--- src/rtl/mem_access_unit.sv ---
// mem_access_unit: byte/half/word load-store front end for a 256x32 word RAM.
// Sub-word stores are read-modify-write; sub-word loads are lane-extracted
// and sign/zero extended. The RAM read data updates on the falling edge, so
// a single RD cycle is enough to capture it at the following rising edge.
// Optional feature: define MAU_MISALIGN_TRAP_EN to trap misaligned requests
// (err+done pulse, no RAM access) instead of silently aligning them down.
module mem_access_unit #(
    parameter int ADDR_WIDTH = 10
) (
    input  logic                  clk,
    input  logic                  reset,
    input  logic                  req,
    input  logic                  we,
    input  logic [1:0]            size,
    input  logic                  sign_ext,
    input  logic [ADDR_WIDTH-1:0] addr,
    input  logic [31:0]           wdata,
    output logic                  busy,
    output logic                  done,
    output logic                  err,
    output logic [31:0]           rdata,
    output logic                  ram_w_enable,
    output logic [ADDR_WIDTH-3:0] ram_addr,
    output logic [31:0]           ram_data_out,
    input  logic [31:0]           ram_data_in
);

    typedef enum logic [1:0] {IDLE = 2'd0, RD = 2'd1, WR = 2'd2} state_t;

    state_t state, state_d;

    // Request fields captured at acceptance; later input changes are ignored.
    logic        we_q, sign_q;
    logic [1:0]  size_q, off_q;
    logic [15:0] wdata_q;  // word stores use wdata directly, so only the low half is kept

    logic        is_word, is_half, trap, accept;
    logic [1:0]  off_in;
    logic [7:0]  lane_b;
    logic [15:0] lane_h;
    logic [31:0] load_val, merged;

    // Next values of the registered outputs
    logic                  busy_d, done_d, err_d, wen_d;
    logic [31:0]           rdata_d, wdo_d;
    logic [ADDR_WIDTH-3:0] raddr_d;

    assign is_word = size[1];  // 10 and 11 both mean word
    assign is_half = (size == 2'b01);

`ifdef MAU_MISALIGN_TRAP_EN
    logic misaligned;
    assign misaligned = (is_half && addr[0]) || (is_word && (addr[1:0] != 2'b00));
    assign trap       = misaligned;
    assign off_in     = addr[1:0];
`else
    // Misaligned accesses are aligned down to their natural boundary.
    assign trap   = 1'b0;
    assign off_in = is_word ? 2'b00 : (is_half ? {addr[1], 1'b0} : addr[1:0]);
`endif

    assign accept = (state == IDLE) && req && !trap;

    // Lane extraction and sign/zero extension of the captured RAM word
    always_comb begin
        lane_b = ram_data_in[{off_q, 3'b000} +: 8];
        lane_h = off_q[1] ? ram_data_in[31:16] : ram_data_in[15:0];
        case (size_q)
            2'b00:   load_val = {{24{sign_q & lane_b[7]}}, lane_b};
            2'b01:   load_val = {{16{sign_q & lane_h[15]}}, lane_h};
            default: load_val = ram_data_in;
        endcase
    end

    // Merge the store data into the word read back during RD
    always_comb begin
        merged = ram_data_in;
        if (size_q == 2'b00)
            merged[{off_q, 3'b000} +: 8] = wdata_q[7:0];
        else if (off_q[1])
            merged[31:16] = wdata_q;
        else
            merged[15:0] = wdata_q;
    end

    // State register
    always_ff @(posedge clk or posedge reset) begin
        if (reset) state <= IDLE;
        else       state <= state_d;
    end

    // Next-state logic
    always_comb begin
        state_d = state;
        case (state)
            IDLE:    if (accept) state_d = (we && is_word) ? WR : RD;
            RD:      state_d = we_q ? WR : IDLE;
            WR:      state_d = IDLE;
            default: state_d = IDLE;
        endcase
    end

    // Output logic: next values for the registered outputs
    always_comb begin
        busy_d  = busy;
        done_d  = 1'b0;
        err_d   = 1'b0;
        wen_d   = 1'b0;
        rdata_d = rdata;
        wdo_d   = ram_data_out;
        raddr_d = ram_addr;
        case (state)
            IDLE: begin
                if (req && trap) begin
                    done_d = 1'b1;
                    err_d  = 1'b1;
                end else if (req) begin
                    busy_d  = 1'b1;
                    raddr_d = addr[ADDR_WIDTH-1:2];
                    if (we && is_word) begin
                        wdo_d = wdata;
                        wen_d = 1'b1;
                    end
                end
            end
            RD: begin
                if (we_q) begin
                    wdo_d = merged;
                    wen_d = 1'b1;
                end else begin
                    rdata_d = load_val;
                    done_d  = 1'b1;
                    busy_d  = 1'b0;
                end
            end
            WR: begin
                done_d = 1'b1;
                busy_d = 1'b0;
            end
            default: busy_d = 1'b0;
        endcase
    end

    // Output registers
    always_ff @(posedge clk or posedge reset) begin
        if (reset) begin
            busy         <= 1'b0;
            done         <= 1'b0;
            err          <= 1'b0;
            ram_w_enable <= 1'b0;
            rdata        <= '0;
            ram_addr     <= '0;
            ram_data_out <= '0;
        end else begin
            busy         <= busy_d;
            done         <= done_d;
            err          <= err_d;
            ram_w_enable <= wen_d;
            rdata        <= rdata_d;
            ram_addr     <= raddr_d;
            ram_data_out <= wdo_d;
        end
    end

    // Capture request fields on acceptance
    always_ff @(posedge clk or posedge reset) begin
        if (reset) begin
            we_q    <= 1'b0;
            sign_q  <= 1'b0;
            size_q  <= 2'b00;
            off_q   <= 2'b00;
            wdata_q <= '0;
        end else if (accept) begin
            we_q    <= we;
            sign_q  <= sign_ext;
            size_q  <= size;
            off_q   <= off_in;
            wdata_q <= wdata[15:0];
        end
    end

endmodule

--- config.mk ---
export PLATFORM = sky130hd
export DESIGN_NAME = mem_access_unit
export DESIGN_NICKNAME = d
export VERILOG_FILES = /design/src/rtl/mem_access_unit.sv
export SDC_FILE = /design/constraint.sdc
export NUM_CORES = 1
export LEC_CHECK = 0
export CAP_MARGIN = 15
export CORE_UTILIZATION = 36
export DETAILED_ROUTE_END_ITERATION = 6
export PLACE_DENSITY = 0.71
export SYNTH_ARGS = -nofsm -noshare
export SYNTH_HDL_FRONTEND = slang
export SYNTH_SLANG_ARGS = --single-unit
--- constraint.sdc ---
create_clock -name clk -period 5.6 [get_ports clk]
set_clock_uncertainty 0.1 [all_clocks]
set_input_delay 0.84 -clock clk [delete_from_list [all_inputs] [get_ports clk]]
set_output_delay 0.84 -clock clk [all_outputs]
set_load 0.01 [all_outputs]
==> flow_metrics.env <==
export IMPL_status="complete, no violations"
export IMPL_period_share_pct=51.5
export IMPL_peakVddDrop_mv=0.291
export IMPL_fp_row_count=45
export IMPL_yosys_most_used_dff="dfrtp_1"
export IMPL_cp_cell_sequence="buf_4 -> mux2i_1 -> o32ai_4 -> o2111ai_4 -> o311ai_0"
export IMPL_cp_arrival_ns=2.97
export IMPL_synth_seq_area_share_pct=43.4
export IMPL_grtUsageTotal_pct=23.1
export IMPL_setup_tns_final_ns=0
export IMPL_fmax_ghz=0.347
export IMPL_synth_top_area_cell="dfrtp_1"
export IMPL_finalWirelength_mm=18.5
export IMPL_clock_path_buffers=2
export IMPL_startpoint_type="flip-flop"
export IMPL_cts_setup_buffers=0
export IMPL_dr_total_vias=5396
export IMPL_dieArea_sq_um=16300
export IMPL_grt_start_max_net_pins=70
export IMPL_antenna_cells=0
export IMPL_detail_route_wl_per_cell_um=19.2
export IMPL_synthTopCellsByCount="99 x dfrtp_1, 76 x nand2_1, 49 x o21ai_0, 41 x clkbuf_1, 39 x inv_1"
export IMPL_crit_buf_inv=1
export IMPL_cts_root_buf="clkbuf_16"
export IMPL_worst_slew_pin_slew_ns=0.873
export IMPL_htree_levels=3
export IMPL_syn_to_final_growth_pct=35.3
export IMPL_p_switching_mw=1.79
export IMPL_grt_pass1_wl_mm=28.7
export IMPL_synth_warnings=0
export IMPL_gp_congestion=0.892
export IMPL_die_h_um=128
export IMPL_clock_sinks=99
export IMPL_antenna_found_initial=0
export IMPL_dp_cells=943
export IMPL_hold_path_class="reg2reg"
export IMPL_finalNonFillerCells=960
export IMPL_fp_coreArea_sq_um=15300
export IMPL_slew_violations=0
export IMPL_nets=833
export IMPL_cts_buffers=9
export IMPL_rsz0062_at_grt="no"
export IMPL_crit_family="compound AO/OA/AOI/OAI gates"
export IMPL_final_layout_size_suffix_gt1_share_pct=9.75
export IMPL_max_stage_delay_ns=0.78
export IMPL_power_density_nw_per_um2=568
export IMPL_p_leak_nw=3.04
export IMPL_grt_remaining_overflow=0
export IMPL_slew_headroom_pct=41.8
export IMPL_numPortBuffers=155
export IMPL_endpoint_kind="flip-flop"
export IMPL_drc=0
export IMPL_ant_nets=0
export IMPL_grt_pass1_vias=5263
export IMPL_rrSetupSlack_ns=2.72
export IMPL_regArea_sq_um=2480
export IMPL_cts_tree="built"
export IMPL_cap_violations=0
export IMPL_internal_power_mw=2.59
export IMPL_die_w_um=128
export IMPL_p_clk_share_pct=15.6
export IMPL_post_dp_hpwl_mm=13.4
export IMPL_post_cts_resized=0
export IMPL_yosysMostFrequentCell="dfrtp_1"
export IMPL_power_frac_seq_pct=32.7
export IMPL_yosys_top_cells_area="dfrtp_1 43%, mux2_2 6.9%, nand2_1 5.0%"
export IMPL_nFillCells=1441
export IMPL_crit_path_top_delay_cell="dfrtp_2"
export IMPL_synth_seq_cells=99
export IMPL_synth_edf_count=0
export IMPL_cp_required_ns=5.69
export IMPL_ys_async_sr_fraction_pct=100
export IMPL_synthDominantCellAreaShare_pct=43.4
export IMPL_synth_cells=624
export IMPL_drtIter0Drc=589
export IMPL_path_max_fanout=48
export IMPL_setup_viol_count_final=0
export IMPL_swShare_pct=40.9
export IMPL_multi_input_area_sq_um=2860
export IMPL_syn_area_per_cell_sq_um=9.14
export IMPL_cts_reportedPaths_clkPinSlew_ns=0.07
export IMPL_path_class="reg2reg"
export IMPL_start_util_pct=37.2
export IMPL_finalHoldViolations=0
export IMPL_p_comb_share_pct=51.7
export IMPL_syn_num_nets=713
export IMPL_clkLatencyLatePin_ns=0.36
export IMPL_timing_final_crit_period_ns=2.88
export IMPL_postCtsHoldBufs=0
export IMPL_dr_pass1_iters=5
export IMPL_vias_per_cell=5.62
export IMPL_pin_count=157
export IMPL_synth_area_sq_um=5700
export IMPL_synth_cell_types=46
[per-stage QoR]
step / hold slack, ns / setup slack (ns) / area, sq um / power (mW) / utilization (%)
finish: 0.393 / 2.72 / 7710 / 4.38 / 50.4
detailed placement: 0.382 / 2.48 / 7370 / 3.67 / 48.1
floorplan: 0.367 / 2.07 / 5700 / 2.72 / -
CTS: 0.397 / 2.47 / 7690 / 4.37 / 50.2
global route: 0.423 / 2.47 / 7710 / 4.68 / 50.4
global placement: 0.377 / 2.65 / 7370 / 3.60 / 48.1
[worst paths after layout]
path | startpoint | endpoint | cells after the start
max reg2reg | off_q[1] | rdata[27] | 5
min reg2reg | rdata[3] | rdata[3] | 2
min in group asynchronous | reset | ram_addr[3] | 2
min | rdata[3] | rdata[3] | 2
max in group asynchronous | reset | ram_data_out[30] | 3
max | off_q[1] | rdata[27] | 5
[placed cells by master, fill, tap and decap left out, types with 2 or more instances in the layout]
cell,synthesis,routed
inv_1,39,38
mux2_2,35,35
o311ai_1,10,10
o211ai_1,11,11
o21ai_1,6,6
nor2_1,23,22
dfrtp_1,99,98
o21ai_0,49,49
or3b_2,4,4
o22a_1,5,5
nor2b_1,17,17
mux2i_1,5,5
o21a_1,9,9
a21oi_1,38,38
or3_1,4,4
o221ai_1,27,27
ha_1,8,7
bufinv_16,0,2
a31oi_1,25,25
nand2b_1,20,20
clkdlybuf4s50_1,0,155
and3_1,5,5
nand3b_1,9,9
buf_4,1,8
o311ai_0,6,6
clkinvlp_4,0,2
nand4_1,6,6
clkbuf_16,0,9
a221oi_1,16,16
nand2_1,76,76
nor3_1,2,2
[power groups by stage]
stage               clock, mW  combinational [mW]  sequential, mW
floorplan                   0                1.33            1.39
global placement            0                2.18            1.42
detailed placement          0                2.24            1.43
CTS                     0.696                2.25            1.42
global route            0.719                2.48            1.48
finish                  0.685                2.27            1.43
[state kept, by name (all words and copies together), names as in the netlist]
name,cells
ram_addr,8
ram_w_enable,1
busy,1
rdata,32
state,2
wdata_q,16
size_q,2
sign_q,1
we_q,1
done,1
ram_data_out,32
off_q,2
[worst register-to-register path: stages, from the launching register on]
cell and delay (ns):
dfrtp_2 0.78, buf_4 0.55, mux2i_1 0.38, o32ai_4 0.18, o2111ai_4 0.48, o311ai_0 0.24
[per-layer routing]
| metal | vias to the layer above | wire length (um) | track usage, % |
|---|---|---|---|
| li1 | 2507 | - | - |
| met1 | 2590 | 8010 | 31.0 |
| met2 | 266 | 8560 | 36.3 |
| met3 | 33 | 1340 | 5.01 |
| met4 | 0 | 555 | 9.20 |
| met5 | - | 0 | 0 |
[kinds of logic (layout without fill, tap and decap cells)]
kind of cell	after synthesis	after routing	share of synthesized area [%]
AO/OA/AOI/OAI	210	210	25.3
flip-flops	99	99	43.4
other	1	1	0.0658
adder cells (fa/ha/maj)	8	8	1.76
AND/OR/NAND/NOR	172	172	15.1
buffers and inverters	94	219	6.58
multiplexers	40	40	7.79
[final cells by class]
type,instances,area share (%)
well taps,211,3.42
multi-input cells,431,37.1
inverters,39,1.93
flip-flops and latches,99,32.1
clock inverters,6,1.15
clock buffers,10,3.10
repair buffers,164,21.2
(Power assumes the default switching activity.)
==> edit, RTL diff (same settings) <==
Add a define of `MAU_MISALIGN_TRAP_EN`.
--- a/src/rtl/mem_access_unit.sv
+++ b/src/rtl/mem_access_unit.sv
@@ -6,2 +6,4 @@
 // (err+done pulse, no RAM access) instead of silently aligning them down.
+`define MAU_MISALIGN_TRAP_EN
+
 module mem_access_unit #(
Function: changed (a bounded check fails within 4 cycles, from zero or initial values and one cycle with reset high).
==> edit against the unedited design <==
- routed wire length decreased by 1.5%
- cell area decreased by 0.28%
- sequential power decreased by 12%
- power decreased by 23%
- area after synthesis decreased by 1.1%
- setup slack got worse by 0.13 ns
- sequential share of layout area increased by 0.41 points
- critical path type unchanged
- highest routed layer unchanged
- critical endpoint is now ram_data_out[17]$_DFFE_PP0P_
- sequential cell count increased by 1
- via count decreased by 7.2%
==> edit: results (changes against the unedited design) <==
status finished clean; CP max-delay cell sky130_fd_sc_hd__nor3b_2; number of unique standard cell types used by synthesis 44 (-4.3%); switching power share of the total 34.5% (-6.4 points); global-route wire length before repair 28100 um (-2.2%); global-route usage over all layers 22.8% (-0.29 points); Fin Hold WS 0.391 ns (-0.00167 ns); most common library cells after synthesis 100 x sky130_fd_sc_hd__dfrtp_1, 70 x sky130_fd_sc_hd__nand3_1, 63 x sky130_fd_sc_hd__mux2_2; final net count 757 (-9.1%); core region area 0.0153 mm2 (-0.37%); Slew @ Worst Pin 1.01 ns (+0.141 ns); post-route insts no fill 887 (-7.6%); Placed Cells incl. Taps 869 (-7.8%); layout filler cell count 1367 (-5.1%); Leak Pwr 3.13 nW (+2.8%); Detail Placement HPWL 13100 um (-2.2%); RePlAce Congestion 0.896 (+0.41%); Synth area leaders sky130_fd_sc_hd__dfrtp_1 44%, sky130_fd_sc_hd__mux2_2 13%, sky130_fd_sc_hd__nand3_1 6.2%; Worst IR Drop VDD 164 uV (-44%); Num CTS Buffers 9 (unchanged); DR iter-0 viols 457 (-22%); peak per-stage delay on the critical path 0.84 ns (+0.06 ns); slack of the worst reg-to-reg path 2.59 ns (-0.13 ns); total nets after synthesis 622 (-13%); H-tree depth 3 (unchanged); post-synthesis instance total 536 (-14%); vias per cell 5.64 (+0.43%); fraction of the yosys area taken by sequential cells 44.4% (+0.93 points); Routed WL 18200 um (-1.5%); vias in the first global route 4915 (-6.6%); Largest delay share family, worst path simple AND/OR/NAND/NOR gates; Worst Path Max Fanout 18 (-63%); cell area after placement 0.00733 mm2 (-0.42%); critical path arrival 3.20 ns (+0.23 ns); insertion delay of the later-clocked pin in the worst-skew pair 0.35 ns; pin count of the biggest net entering global routing 63 (-10%); fraction of final layout cells sized beyond drive strength 1 17.3% (+7.6 points); count of port buffers added during placement 156 (+0.65%)
## edit: cell count changes after synthesis, sizes merged, moves of 17 or more
| cell | before | now |
|---|---|---|
| o221ai | 27 | 0 |
| inv | 39 | 7 |
| nand2 | 76 | 41 |
| o21ai | 55 | 9 |
| mux2i | 5 | 34 |
| nand3 | 1 | 71 |
| nor2 | 23 | 40 |
| mux2 | 35 | 69 |
| clkbuf | 41 | 21 |
| a31oi | 25 | 0 |
## edit: worst paths after layout
check / cells past startpoint / startpoint / end
setup / recovery: 6 / off_q[0]$_DFFE_PP0P_ / ram_data_out[17]$_DFFE_PP0P_
hold / removal: 2 / rdata[25]$_DFFE_PP0P_ / rdata[25]$_DFFE_PP0P_
setup reg to reg: 6 / off_q[0]$_DFFE_PP0P_ / ram_data_out[17]$_DFFE_PP0P_
hold reg to reg: 2 / rdata[25]$_DFFE_PP0P_ / rdata[25]$_DFFE_PP0P_
max in group asynchronous: 3 / reset / off_q[1]$_DFFE_PP0P_
min in group asynchronous: 2 / reset / ram_addr[3]$_DFFE_PP0P_
## edit: kinds of logic after synthesis
family,after synthesis,share of synthesized area [%]
AOI/OAI and AO/OA,94,12.0
and+or+nand+nor,178,15.5
buffers and inverters,49,4.06
DFF,100,44.4
adders and majority gates,5,1.11
muxes,110,23.0
## edit: metrics by stage
step,util [%],setup WS (ns)
6_report,50.4,2.59
5_1_grt,50.4,2.38
4_1_cts,50.1,2.67
3_5_place_dp,48.1,2.54
3_3_place_gp,48.1,2.60
2_1_floorplan,-,2.04
## edit: power by group through the flow
stage	registers [mW]	clock network (mW)	logic [mW]
after floorplan	1.31	0	0.618
after detailed placement	1.26	0	1.45
after global routing	1.29	0.683	1.56
after global placement	1.26	0	1.42
after CTS	1.25	0.650	1.46
final	1.26	0.645	1.46
## edit: routing by layer
| layer | global-route usage, % | wire [um] | share of wire, % |
|---|---|---|---|
| met1 | 30.8 | 7850 | 43 |
| met2 | 36.5 | 8450 | 46 |
| met3 | 4.69 | 1390 | 7.7 |
| met4 | 8.05 | 503 | 2.8 |
| met5 | 0 | 0 | 0 |
## edit: cell type report
type,instances,area (um2),area share [%]
Clock buffer,11,243,3.16
Clock inverter,5,60.1,0.781
Inverter,7,28.8,0.374
Multi-Input combinational cell,387,2920,37.9
Sequential cell,100,2500,32.5
Tap cell,211,264,3.43
Timing Repair Buffer,166,1680,21.8
## edit: tightest hold or removal path: cells and delay by family (launching register included)
kind | cells | cell delay, ns
flops | 1 | 0.34
simple gates | 2 | 0.12
